## config.mk

```make
export PLATFORM = sky130hd
export DESIGN_NAME = mem_access_seq_flat
export DESIGN_NICKNAME = d
export VERILOG_FILES = /design/src/rtl/mem_access_seq_if.sv /design/src/rtl/mem_access_seq.sv /design/src/flat_wrapper.sv
export SDC_FILE = /design/constraint.sdc
export NUM_CORES = 1
export LEC_CHECK = 0
export ABC_AREA = 0
export CORE_ASPECT_RATIO = 0.6
export CORE_MARGIN = 10
export CORE_UTILIZATION = 47
export DETAILED_ROUTE_END_ITERATION = 6
export HOLD_SLACK_MARGIN = 0.02
export PLACE_DENSITY = 0.94
export SYNTH_ARGS = -nofsm -noshare
export SYNTH_HDL_FRONTEND = slang
export SYNTH_SLANG_ARGS = --single-unit
```

## constraint.sdc

```tcl
create_clock -name clk -period 5.41 [get_ports clk]
set_input_delay 0.541 -clock clk [delete_from_list [all_inputs] [get_ports clk]]
set_output_delay 0.541 -clock clk [all_outputs]
set_load 0.02 [all_outputs]
```

## src/rtl/mem_access_seq_if.sv

```systemverilog
// Word-addressed data-memory bus between the memory-stage sequencer and memory.
// The master side issues requests and store data; the slave side grants and returns read data.
interface mem_access_seq_if #(
  parameter int ADDR_WIDTH = 32,
  parameter int DATA_WIDTH = 32
);
  logic                  bus_req;
  logic                  bus_we;
  logic [ADDR_WIDTH-1:0] bus_addr;
  logic [DATA_WIDTH-1:0] bus_wdata;
  logic [3:0]            bus_wstrb;
  logic                  bus_gnt;
  logic                  bus_rvalid;
  logic [DATA_WIDTH-1:0] bus_rdata;

  modport master (
    output bus_req, bus_we, bus_addr, bus_wdata, bus_wstrb,
    input  bus_gnt, bus_rvalid, bus_rdata
  );

  modport slave (
    input  bus_req, bus_we, bus_addr, bus_wdata, bus_wstrb,
    output bus_gnt, bus_rvalid, bus_rdata
  );
endinterface

```

## src/rtl/mem_access_seq.sv

```systemverilog
// Memory-stage load/store sequencer: lane-aligns stores, right-shifts loads, stalls until the bus completes.
// Optional macro MISALIGN_TRAP_EN traps misaligned accesses; otherwise they are forced aligned.
module mem_access_seq #(
  parameter int DATA_WIDTH     = 32,
  parameter int ADDR_WIDTH     = 32,
  parameter int TIMEOUT_CYCLES = 64
) (
  input  logic                  clk,
  input  logic                  rst,
  input  logic                  mem_valid,
  input  logic                  mem_we,
  input  logic [2:0]            op,
  input  logic [ADDR_WIDTH-1:0] addr,
  input  logic [DATA_WIDTH-1:0] wdata,
  output logic                  stall,
  output logic                  done,
  output logic [DATA_WIDTH-1:0] rdata_raw,
  output logic                  misalign,
  output logic                  bus_timeout,
  mem_access_seq_if.master      bus
);

  typedef enum logic [1:0] {
    IDLE = 2'b00,
    REQ  = 2'b01,
    WAIT = 2'b10,
    DONE = 2'b11
  } state_t;

  localparam logic [7:0] TO_LAST = 8'(TIMEOUT_CYCLES - 1);

  state_t                state_r;
  state_t                state_s;
  logic                  we_r;
  logic [1:0]            size_r;
  logic [ADDR_WIDTH-1:0] addr_r;
  logic [DATA_WIDTH-1:0] wdata_r;
  logic [DATA_WIDTH-1:0] rdata_raw_r;
  logic [7:0]            cnt_r;
  logic                  misalign_r;
  logic                  timeout_r;

  logic                  trap_s;
  logic                  cnt_last_s;
  logic [1:0]            off_s;
  logic                  unused_s;

  logic                  stall_s;
  logic                  done_s;
  logic                  misalign_s;
  logic                  timeout_s;
  logic                  bus_req_s;
  logic                  bus_we_s;
  logic [ADDR_WIDTH-1:0] bus_addr_s;
  logic [DATA_WIDTH-1:0] bus_wdata_s;
  logic [3:0]            bus_wstrb_s;

  // Byte offset actually used: halves round down to even, words to zero.
  function automatic logic [1:0] lane_off(input logic [1:0] size, input logic [1:0] a);
    case (size)
      2'b00:   lane_off = a;
      2'b01:   lane_off = {a[1], 1'b0};
      default: lane_off = 2'b00;
    endcase
  endfunction

  function automatic logic [3:0] lane_strb(input logic [1:0] size, input logic [1:0] off);
    case (size)
      2'b00:   lane_strb = 4'b0001 << off;
      2'b01:   lane_strb = 4'b0011 << off;
      default: lane_strb = 4'b1111;
    endcase
  endfunction

  function automatic logic [DATA_WIDTH-1:0] lane_data(input logic [1:0] size,
                                                      input logic [DATA_WIDTH-1:0] d);
    case (size)
      2'b00:   lane_data = {4{d[7:0]}};
      2'b01:   lane_data = {2{d[15:0]}};
      default: lane_data = d;
    endcase
  endfunction

`ifdef MISALIGN_TRAP_EN
  function automatic logic is_misaligned(input logic [1:0] size, input logic [1:0] a);
    case (size)
      2'b00:   is_misaligned = 1'b0;
      2'b01:   is_misaligned = a[0];
      default: is_misaligned = (a != 2'b00);
    endcase
  endfunction

  assign trap_s = is_misaligned(op[1:0], addr[1:0]);
`else
  assign trap_s = 1'b0;
`endif

  // op[2] selects sign/zero extension downstream and has no effect on bus behaviour.
  assign unused_s   = op[2];
  assign cnt_last_s = (cnt_r == TO_LAST);
  assign off_s      = lane_off(size_r, addr_r[1:0]);

  // State register.
  always_ff @(posedge clk) begin
    if (rst) begin
      state_r <= IDLE;
    end else begin
      state_r <= state_s;
    end
  end

  // Next-state logic; a grant or read data always wins over a coincident timeout.
  always_comb begin
    state_s = state_r;
    case (state_r)
      IDLE: begin
        if (mem_valid) begin
          if (trap_s) begin
            state_s = DONE;
          end else begin
            state_s = REQ;
          end
        end else begin
          state_s = IDLE;
        end
      end
      REQ: begin
        if (bus.bus_gnt) begin
          state_s = we_r ? DONE : WAIT;
        end else if (cnt_last_s) begin
          state_s = DONE;
        end else begin
          state_s = REQ;
        end
      end
      WAIT: begin
        if (bus.bus_rvalid || cnt_last_s) begin
          state_s = DONE;
        end else begin
          state_s = WAIT;
        end
      end
      DONE:    state_s = IDLE;
      default: state_s = IDLE;
    endcase
  end

  // Captured access, timeout counter, completion flags and load result.
  always_ff @(posedge clk) begin
    if (rst) begin
      we_r        <= 1'b0;
      size_r      <= 2'b00;
      addr_r      <= '0;
      wdata_r     <= '0;
      rdata_raw_r <= '0;
      cnt_r       <= 8'd0;
      misalign_r  <= 1'b0;
      timeout_r   <= 1'b0;
    end else begin
      case (state_r)
        IDLE: begin
          if (mem_valid) begin
            we_r       <= mem_we;
            size_r     <= op[1:0];
            addr_r     <= addr;
            wdata_r    <= wdata;
            cnt_r      <= 8'd0;
            misalign_r <= trap_s;
            timeout_r  <= 1'b0;
          end
        end
        REQ: begin
          if (!bus.bus_gnt && cnt_last_s) begin
            timeout_r <= 1'b1;
            if (!we_r) begin
              rdata_raw_r <= '0;
            end
          end else begin
            cnt_r <= cnt_r + 8'd1;
          end
        end
        WAIT: begin
          if (bus.bus_rvalid) begin
            rdata_raw_r <= bus.bus_rdata >> {off_s, 3'b000};
          end else if (cnt_last_s) begin
            timeout_r   <= 1'b1;
            rdata_raw_r <= '0;
          end else begin
            cnt_r <= cnt_r + 8'd1;
          end
        end
        default: begin
        end
      endcase
    end
  end

  // Output decode; bus fields are only non-zero while a request is presented.
  always_comb begin
    stall_s     = 1'b0;
    done_s      = 1'b0;
    misalign_s  = 1'b0;
    timeout_s   = 1'b0;
    bus_req_s   = 1'b0;
    bus_we_s    = 1'b0;
    bus_addr_s  = '0;
    bus_wdata_s = '0;
    bus_wstrb_s = 4'b0000;
    case (state_r)
      IDLE: stall_s = mem_valid;
      REQ: begin
        stall_s    = 1'b1;
        bus_req_s  = 1'b1;
        bus_we_s   = we_r;
        bus_addr_s = {addr_r[ADDR_WIDTH-1:2], 2'b00};
        if (we_r) begin
          bus_wdata_s = lane_data(size_r, wdata_r);
          bus_wstrb_s = lane_strb(size_r, off_s);
        end else begin
          bus_wdata_s = '0;
          bus_wstrb_s = 4'b0000;
        end
      end
      WAIT: stall_s = 1'b1;
      DONE: begin
        done_s     = 1'b1;
        misalign_s = misalign_r;
        timeout_s  = timeout_r;
      end
      default: begin
      end
    endcase
  end

  assign stall         = stall_s;
  assign done          = done_s;
  assign misalign      = misalign_s;
  assign bus_timeout   = timeout_s;
  assign rdata_raw     = rdata_raw_r;
  assign bus.bus_req   = bus_req_s;
  assign bus.bus_we    = bus_we_s;
  assign bus.bus_addr  = bus_addr_s;
  assign bus.bus_wdata = bus_wdata_s;
  assign bus.bus_wstrb = bus_wstrb_s;

endmodule

```

## src/flat_wrapper.sv

```systemverilog
// flat-port wrapper written by rule: the top's interface ports become plain ports
module mem_access_seq_flat 
#(
  parameter int DATA_WIDTH     = 32,
  parameter int ADDR_WIDTH     = 32,
  parameter int TIMEOUT_CYCLES = 64
)
  (clk, rst, mem_valid, mem_we, op, addr, wdata, stall, done, rdata_raw, misalign, bus_timeout, bus_bus_req, bus_bus_we, bus_bus_addr, bus_bus_wdata, bus_bus_wstrb, bus_bus_gnt, bus_bus_rvalid, bus_bus_rdata);
  mem_access_seq_if #(.ADDR_WIDTH(ADDR_WIDTH), .DATA_WIDTH(DATA_WIDTH)) bus_i ();
  input  logic clk;
  input  logic rst;
  input  logic mem_valid;
  input  logic mem_we;
  input  logic [2:0] op;
  input  logic [ADDR_WIDTH-1:0] addr;
  input  logic [DATA_WIDTH-1:0] wdata;
  output logic stall;
  output logic done;
  output logic [DATA_WIDTH-1:0] rdata_raw;
  output logic misalign;
  output logic bus_timeout;
  output wire logic [$bits(bus_i.bus_req)-1:0] bus_bus_req;
  output wire logic [$bits(bus_i.bus_we)-1:0] bus_bus_we;
  output wire logic [$bits(bus_i.bus_addr)-1:0] bus_bus_addr;
  output wire logic [$bits(bus_i.bus_wdata)-1:0] bus_bus_wdata;
  output wire logic [$bits(bus_i.bus_wstrb)-1:0] bus_bus_wstrb;
  input wire logic [$bits(bus_i.bus_gnt)-1:0] bus_bus_gnt;
  input wire logic [$bits(bus_i.bus_rvalid)-1:0] bus_bus_rvalid;
  input wire logic [$bits(bus_i.bus_rdata)-1:0] bus_bus_rdata;
  assign bus_bus_req = bus_i.bus_req;
  assign bus_bus_we = bus_i.bus_we;
  assign bus_bus_addr = bus_i.bus_addr;
  assign bus_bus_wdata = bus_i.bus_wdata;
  assign bus_bus_wstrb = bus_i.bus_wstrb;
  assign bus_i.bus_gnt = bus_bus_gnt;
  assign bus_i.bus_rvalid = bus_bus_rvalid;
  assign bus_i.bus_rdata = bus_bus_rdata;
  mem_access_seq #(.DATA_WIDTH(DATA_WIDTH), .ADDR_WIDTH(ADDR_WIDTH), .TIMEOUT_CYCLES(TIMEOUT_CYCLES)) u_core (.clk(clk), .rst(rst), .mem_valid(mem_valid), .mem_we(mem_we), .op(op), .addr(addr), .wdata(wdata), .stall(stall), .done(done), .rdata_raw(rdata_raw), .misalign(misalign), .bus_timeout(bus_timeout), .bus(bus_i));
endmodule
```

After elaboration in Yosys (flattened, before gate mapping) --
Index checks and enable logic that the tools add are counted.
Operators by class: equal/unequal tests 13, $add $sub $neg 1, reduce and logical (&&, ||, !) cells 12, shift-type cells 3, mux-type cells 34
Operator list (count):
- $mux W32 | 7
- $pmux W32 S2 | 2
- $mux W8 | 4
- $shr A32 B5 Y32 | 1
- $pmux W8 S3 | 1
- $mux W1 | 11
- $ne A2 B2 Y1 const B | 5
- $reduce_and A5 Y1 | 2
- $add A8 B1 Y8 const B | 1
- $eq A8 B6 Y1 const B | 1
- $mux W4 | 2
- $pmux W2 S4 | 1
- $pmux W4 S2 | 1
- $eq A2 B1 Y1 const B | 2
- $eq A2 B2 Y1 const B | 2
- $logic_not A2 Y1 | 2
- $mux W2 | 2
- $ne A2 B1 Y1 const B | 2
- $pmux W2 S2 | 1
- $reduce_and A4 Y1 | 1
- $shl A1 B2 Y4 const A | 1
- $shl A2 B2 Y4 const A | 1
- $ne A3 B2 Y1 const B | 1
- $pmux W1 S3 | 1
- 8 further kinds | 8
Word-level totals: bits in registers 110, input port bits 105, output and inout port bits 106, logic and storage cells 71

Longest topological paths before layout --
word-level depth 6, gate-level depth with buffers 9, mapped depth without buffers 7

Worst setup path before layout --
Ideal clock, no wire load.
path kind register to output, start register with a tool-made name, end output port bus_bus_wdata[22], stages on the path, launching flop included 7, buffers on the path 2, slack 3254 ps, required time 4869 ps, arrival 1615 ps, path through dfxtp_1 -> inv_1 -> ha_1 -> nand2_1 -> clkbuf_1 -> buf_1 -> nor2_1
RTL lines:
- to (decl) | line flat_wrapper.sv:25 | output wire logic [$bits(bus_i.bus_wdata)-1:0] bus_bus_wdata;

Worst setup path in the final report --
start register u_core.we_r, end output port bus_bus_wstrb[2]
On the way: cells in the longest elaborated chain, start to end 2
RTL lines:
- from (decl) | line mem_access_seq.sv:34 | logic we_r;
- from (signal assigned) | line mem_access_seq.sv:163 | we_r <= mem_we;
- $mux W4 | line mem_access_seq.sv:216 | if (we_r) begin
- $mux W4 | line mem_access_seq.sv:209 | case (state_r)
- to (decl) | line flat_wrapper.sv:26 | output wire logic [$bits(bus_i.bus_wstrb)-1:0] bus_bus_wstrb;
No other way between the ends.

==> impl_results.md <==
- Run status: completed
- Layout cell share with drive strength beyond 1: 3.46%
- H-Tree Depth: 3
- Drt pass-1 iters: 5
- 1st-iter DRT viols: 426
- Number of cells on the worst reg-to-reg path: 6
- Wire per inst: 18.2 um
- Number of global-route vias before repair: 5241
- Share of the clock period used by the worst path: 59.4%
- Count of vias placed by the detailed router: 5628
- Family of cells with the greatest summed delay on the critical path: simple AND/OR/NAND/NOR gates
- Clock sinks: 110
- Wire length of the first global-routing pass: 28400 um
- Critical path buffers and inverters: 1
- Count of flip-flops with a built-in enable after synthesis: 0
- Cts-stage hold buffer count: 0
- CORE AREA: 10800 sq um
- Worst hold-check path type: reg2reg
- Worst-margin pin slew: 1090 ps
- Detailed-placement wirelength estimate: between 10000 and 15000 um
- Hold Worst Slack: 453 ps
- Headroom to the max-slew limit: 27.6%
- Worst clock skew: 9.97 ps
- Final-stage net count: 1003
- Critical path launch point type: flip-flop
- Hold Vio Cnt, Final: 0
- Share of the synthesized area in the top cell type: 41.4%
- Sequence of cells on the critical path: nand2_1 > nor3_1 > clkdlybuf4s50_1
- Final design area excluding fillers: 7680 sq um
- Congestion Overflow GR: 0
- Port Buffers: 206
- Synth async-reset ratio: 0%
- CTS Buf Count: 9
- Yosys synthesis warning count: 0
- CP Data Arrival Time: between 2000 and 3000 ps
- Clk buf depth: 2
- Aggregate global-route resource usage: 22.1%
- R2R Setup Slk: 2470 ps
- Final slew viol count: 0
- Crit path time final: 3210 ps
- CTS tree: done
- Unrepaired setup endpoints after global routing: false
- Worst-path fanout max: 29
- Num ports: ~210
- Nature of the critical path endpoint: output pin
- Final setup violating endpoints: 0
- Count of distinct cell types in the synthesized netlist: 41
- Cell types occupying the most area after synthesis: sky130_fd_sc_hd__dfxtp_1 (41%), sky130_fd_sc_hd__nand2_1 (13%), sky130_fd_sc_hd__a21oi_1 (11%), sky130_fd_sc_hd__mux2i_1 (6.8%), sky130_fd_sc_hd__nor2_1 (4.2%)
- Cell area reported after detailed placement: 7400 sq um
- Number of antenna violations at the first check in global routing: 0
- Height of the die: 102 um
- Leakage: about 2.8 nW
- Netlist Area Pre-Place: 5330 sq um
- Number of cells on the critical path: 3
- Required time at the worst-slack endpoint: 4870 ps
- Clk_lat worst skew: 350 ps
- Fraction of the yosys area taken by sequential cells: 41.4%
- Critical path's slowest cell: sky130_fd_sc_hd__nand2_1
- Horizontal die dimension: 157 um
- Setup TNS Final: 0 ps
- Number of antenna repair diodes: 0
- Area growth from synthesis to final layout: 44.2%
- Number of gates resized after CTS: 0
- Most used flip-flop cell after synthesis: sky130_fd_sc_hd__dfxtp_1
- Clock Pin Slew Worst Setup and Hold Paths: 80 ps
- Number of cells on the worst hold path: 2
- Weighted congestion at the end of routability-driven global placement: 0.877
- FP Rows: 29
- Cell type with the largest total area after synthesis: sky130_fd_sc_hd__dfxtp_1
- Area of the die: 16100 sq um
- Power per cell area: 254 nW/um^2
- Root buffer selected by CTS: sky130_fd_sc_hd__clkbuf_16
- Maximum cell stage delay along the critical path: 690 ps
- Peak VDD IR: about 0.0002 V
- Residual DRC count: 0
- Seq cells post-synth: 110
- Initial standard-cell utilization of the core: between 40% and 50%
- Mapped Avg Cell Area: 7.37 sq um
- MaxCap Viol Count: 0
- Utilization after layout: 71.0%
- Post-CTS Setup Inserts: 0
- Most common cell in the netlist: sky130_fd_sc_hd__nand2_1
- Worst Setup Path Type: reg2out
- Maximum number of pins on one net before global-route repair: 68
- Post-DR vias/cell: roughly 5.4
- Antenna viol nets, final: 0
- Post-synthesis instance total: 723
- Sum of routed wire length over all layers: 18800 um
- Dpl cells: just over 1000
- Number of non-filler instances in the completed layout: 1036
- Leading cell types by count after synthesis: sky130_fd_sc_hd__nand2_1 (181), sky130_fd_sc_hd__a21oi_1 (119), sky130_fd_sc_hd__dfxtp_1 (110), sky130_fd_sc_hd__nor2_1 (59), sky130_fd_sc_hd__clkbuf_1 (45)
- Max Clk Rate: between 300 and 400 MHz
-- report_power, final --
group / internal, mW / switching [mW]
logic: 0.185 / 0.222
clock network: 0.320 / 0.322
registers: 0.861 / 0.0378
total: 1.37 / 0.582
-- cell families after synthesis --
logic type,Yosys count,share of synthesized area [%]
flops,110,41.4
simple gates,346,29.1
mux,36,6.77
buf+inv,64,4.96
fa+ha+maj,6,1.41
other cells,1,0.0704
compound gates,160,16.4
-- worst min-delay path, delay by kind of cell (launching register included) --
kind	cells	cell delay (ps)
compound gates	1	50
flops	1	310
simple gates	1	50
-- sequential cells by signal (all words and copies together), names as in the netlist, named ones only --
name              count
u_core.addr_r        32
u_core.size_r         2
u_core.state_r        1
u_core.rdata_raw     32
u_core.timeout_r      1
u_core.cnt_r          8
u_core.we_r           1
u_core.wdata_r       32
-- area by class of cell --
class | instances | area [sq um]
Sequential cell | 110 | 2200
Tap cell | 139 | 174
Multi-Input combinational cell | 551 | 2880
Timing Repair Buffer | 213 | 2110
Clock inverter | 7 | 56.3
Fill cell | 847 | 3140
Clock buffer | 9 | 225
Inverter | 7 | 26.3
-- worst paths after layout --
kind                     startpoint                    to
hold reg to reg   u_core.addr_r[13]     u_core.addr_r[13]
setup / recovery        u_core.we_r      bus_bus_wstrb[2]
hold / removal    u_core.addr_r[13]     u_core.addr_r[13]
setup reg to reg  u_core.state_r[0]  u_core.rdata_raw[25]
-- metrics by stage --
step	power [mW]	setup WS, ps
6_report	1.95	2200
5_1_grt	2.04	1940
4_1_cts	1.96	2190
3_5_place_dp	1.32	2500
3_3_place_gp	1.31	2550
2_1_floorplan	1.14	3250
-- metal layers --
metal | vias to the layer above | routed length, um | GRT usage [%]
li1 | 2758 | - | -
met1 | 2611 | 7960 | 28.4
met2 | 248 | 8410 | 33.6
met3 | 11 | 2310 | 10.3
met4 | 0 | 153 | 4.51
met5 | - | 0 | 0
-- cells in the final DEF, fill, tap and decap left out, types with 2 or more instances in the layout --
| master | Yosys | routed |
|---|---|---|
| sky130_fd_sc_hd__nand2_1 | 181 | 180 |
| sky130_fd_sc_hd__clkbuf_16 | 0 | 9 |
| sky130_fd_sc_hd__clkinv_4 | 0 | 2 |
| sky130_fd_sc_hd__nor2b_1 | 2 | 2 |
| sky130_fd_sc_hd__nor2_1 | 59 | 59 |
| sky130_fd_sc_hd__inv_1 | 7 | 7 |
| sky130_fd_sc_hd__o21ai_0 | 12 | 12 |
| sky130_fd_sc_hd__o22ai_1 | 9 | 8 |
| sky130_fd_sc_hd__inv_6 | 0 | 2 |
| sky130_fd_sc_hd__ha_1 | 6 | 6 |
| sky130_fd_sc_hd__mux2i_1 | 36 | 36 |
| sky130_fd_sc_hd__and3_1 | 10 | 10 |
| sky130_fd_sc_hd__nor3_1 | 21 | 21 |
| sky130_fd_sc_hd__clkinv_2 | 0 | 2 |
| sky130_fd_sc_hd__clkdlybuf4s50_1 | 0 | 205 |
| sky130_fd_sc_hd__nand3b_1 | 3 | 3 |
| sky130_fd_sc_hd__a21oi_1 | 119 | 119 |
| sky130_fd_sc_hd__a211oi_1 | 10 | 10 |
| sky130_fd_sc_hd__nand2b_1 | 7 | 7 |
| sky130_fd_sc_hd__and2_1 | 33 | 32 |
| sky130_fd_sc_hd__or3_1 | 8 | 8 |
| sky130_fd_sc_hd__buf_4 | 3 | 8 |
| sky130_fd_sc_hd__conb_1 | 1 | 3 |
| sky130_fd_sc_hd__dfxtp_1 | 110 | 110 |
| sky130_fd_sc_hd__nand3_1 | 14 | 14 |
Note: power is estimated with default switching activity, not from simulation.
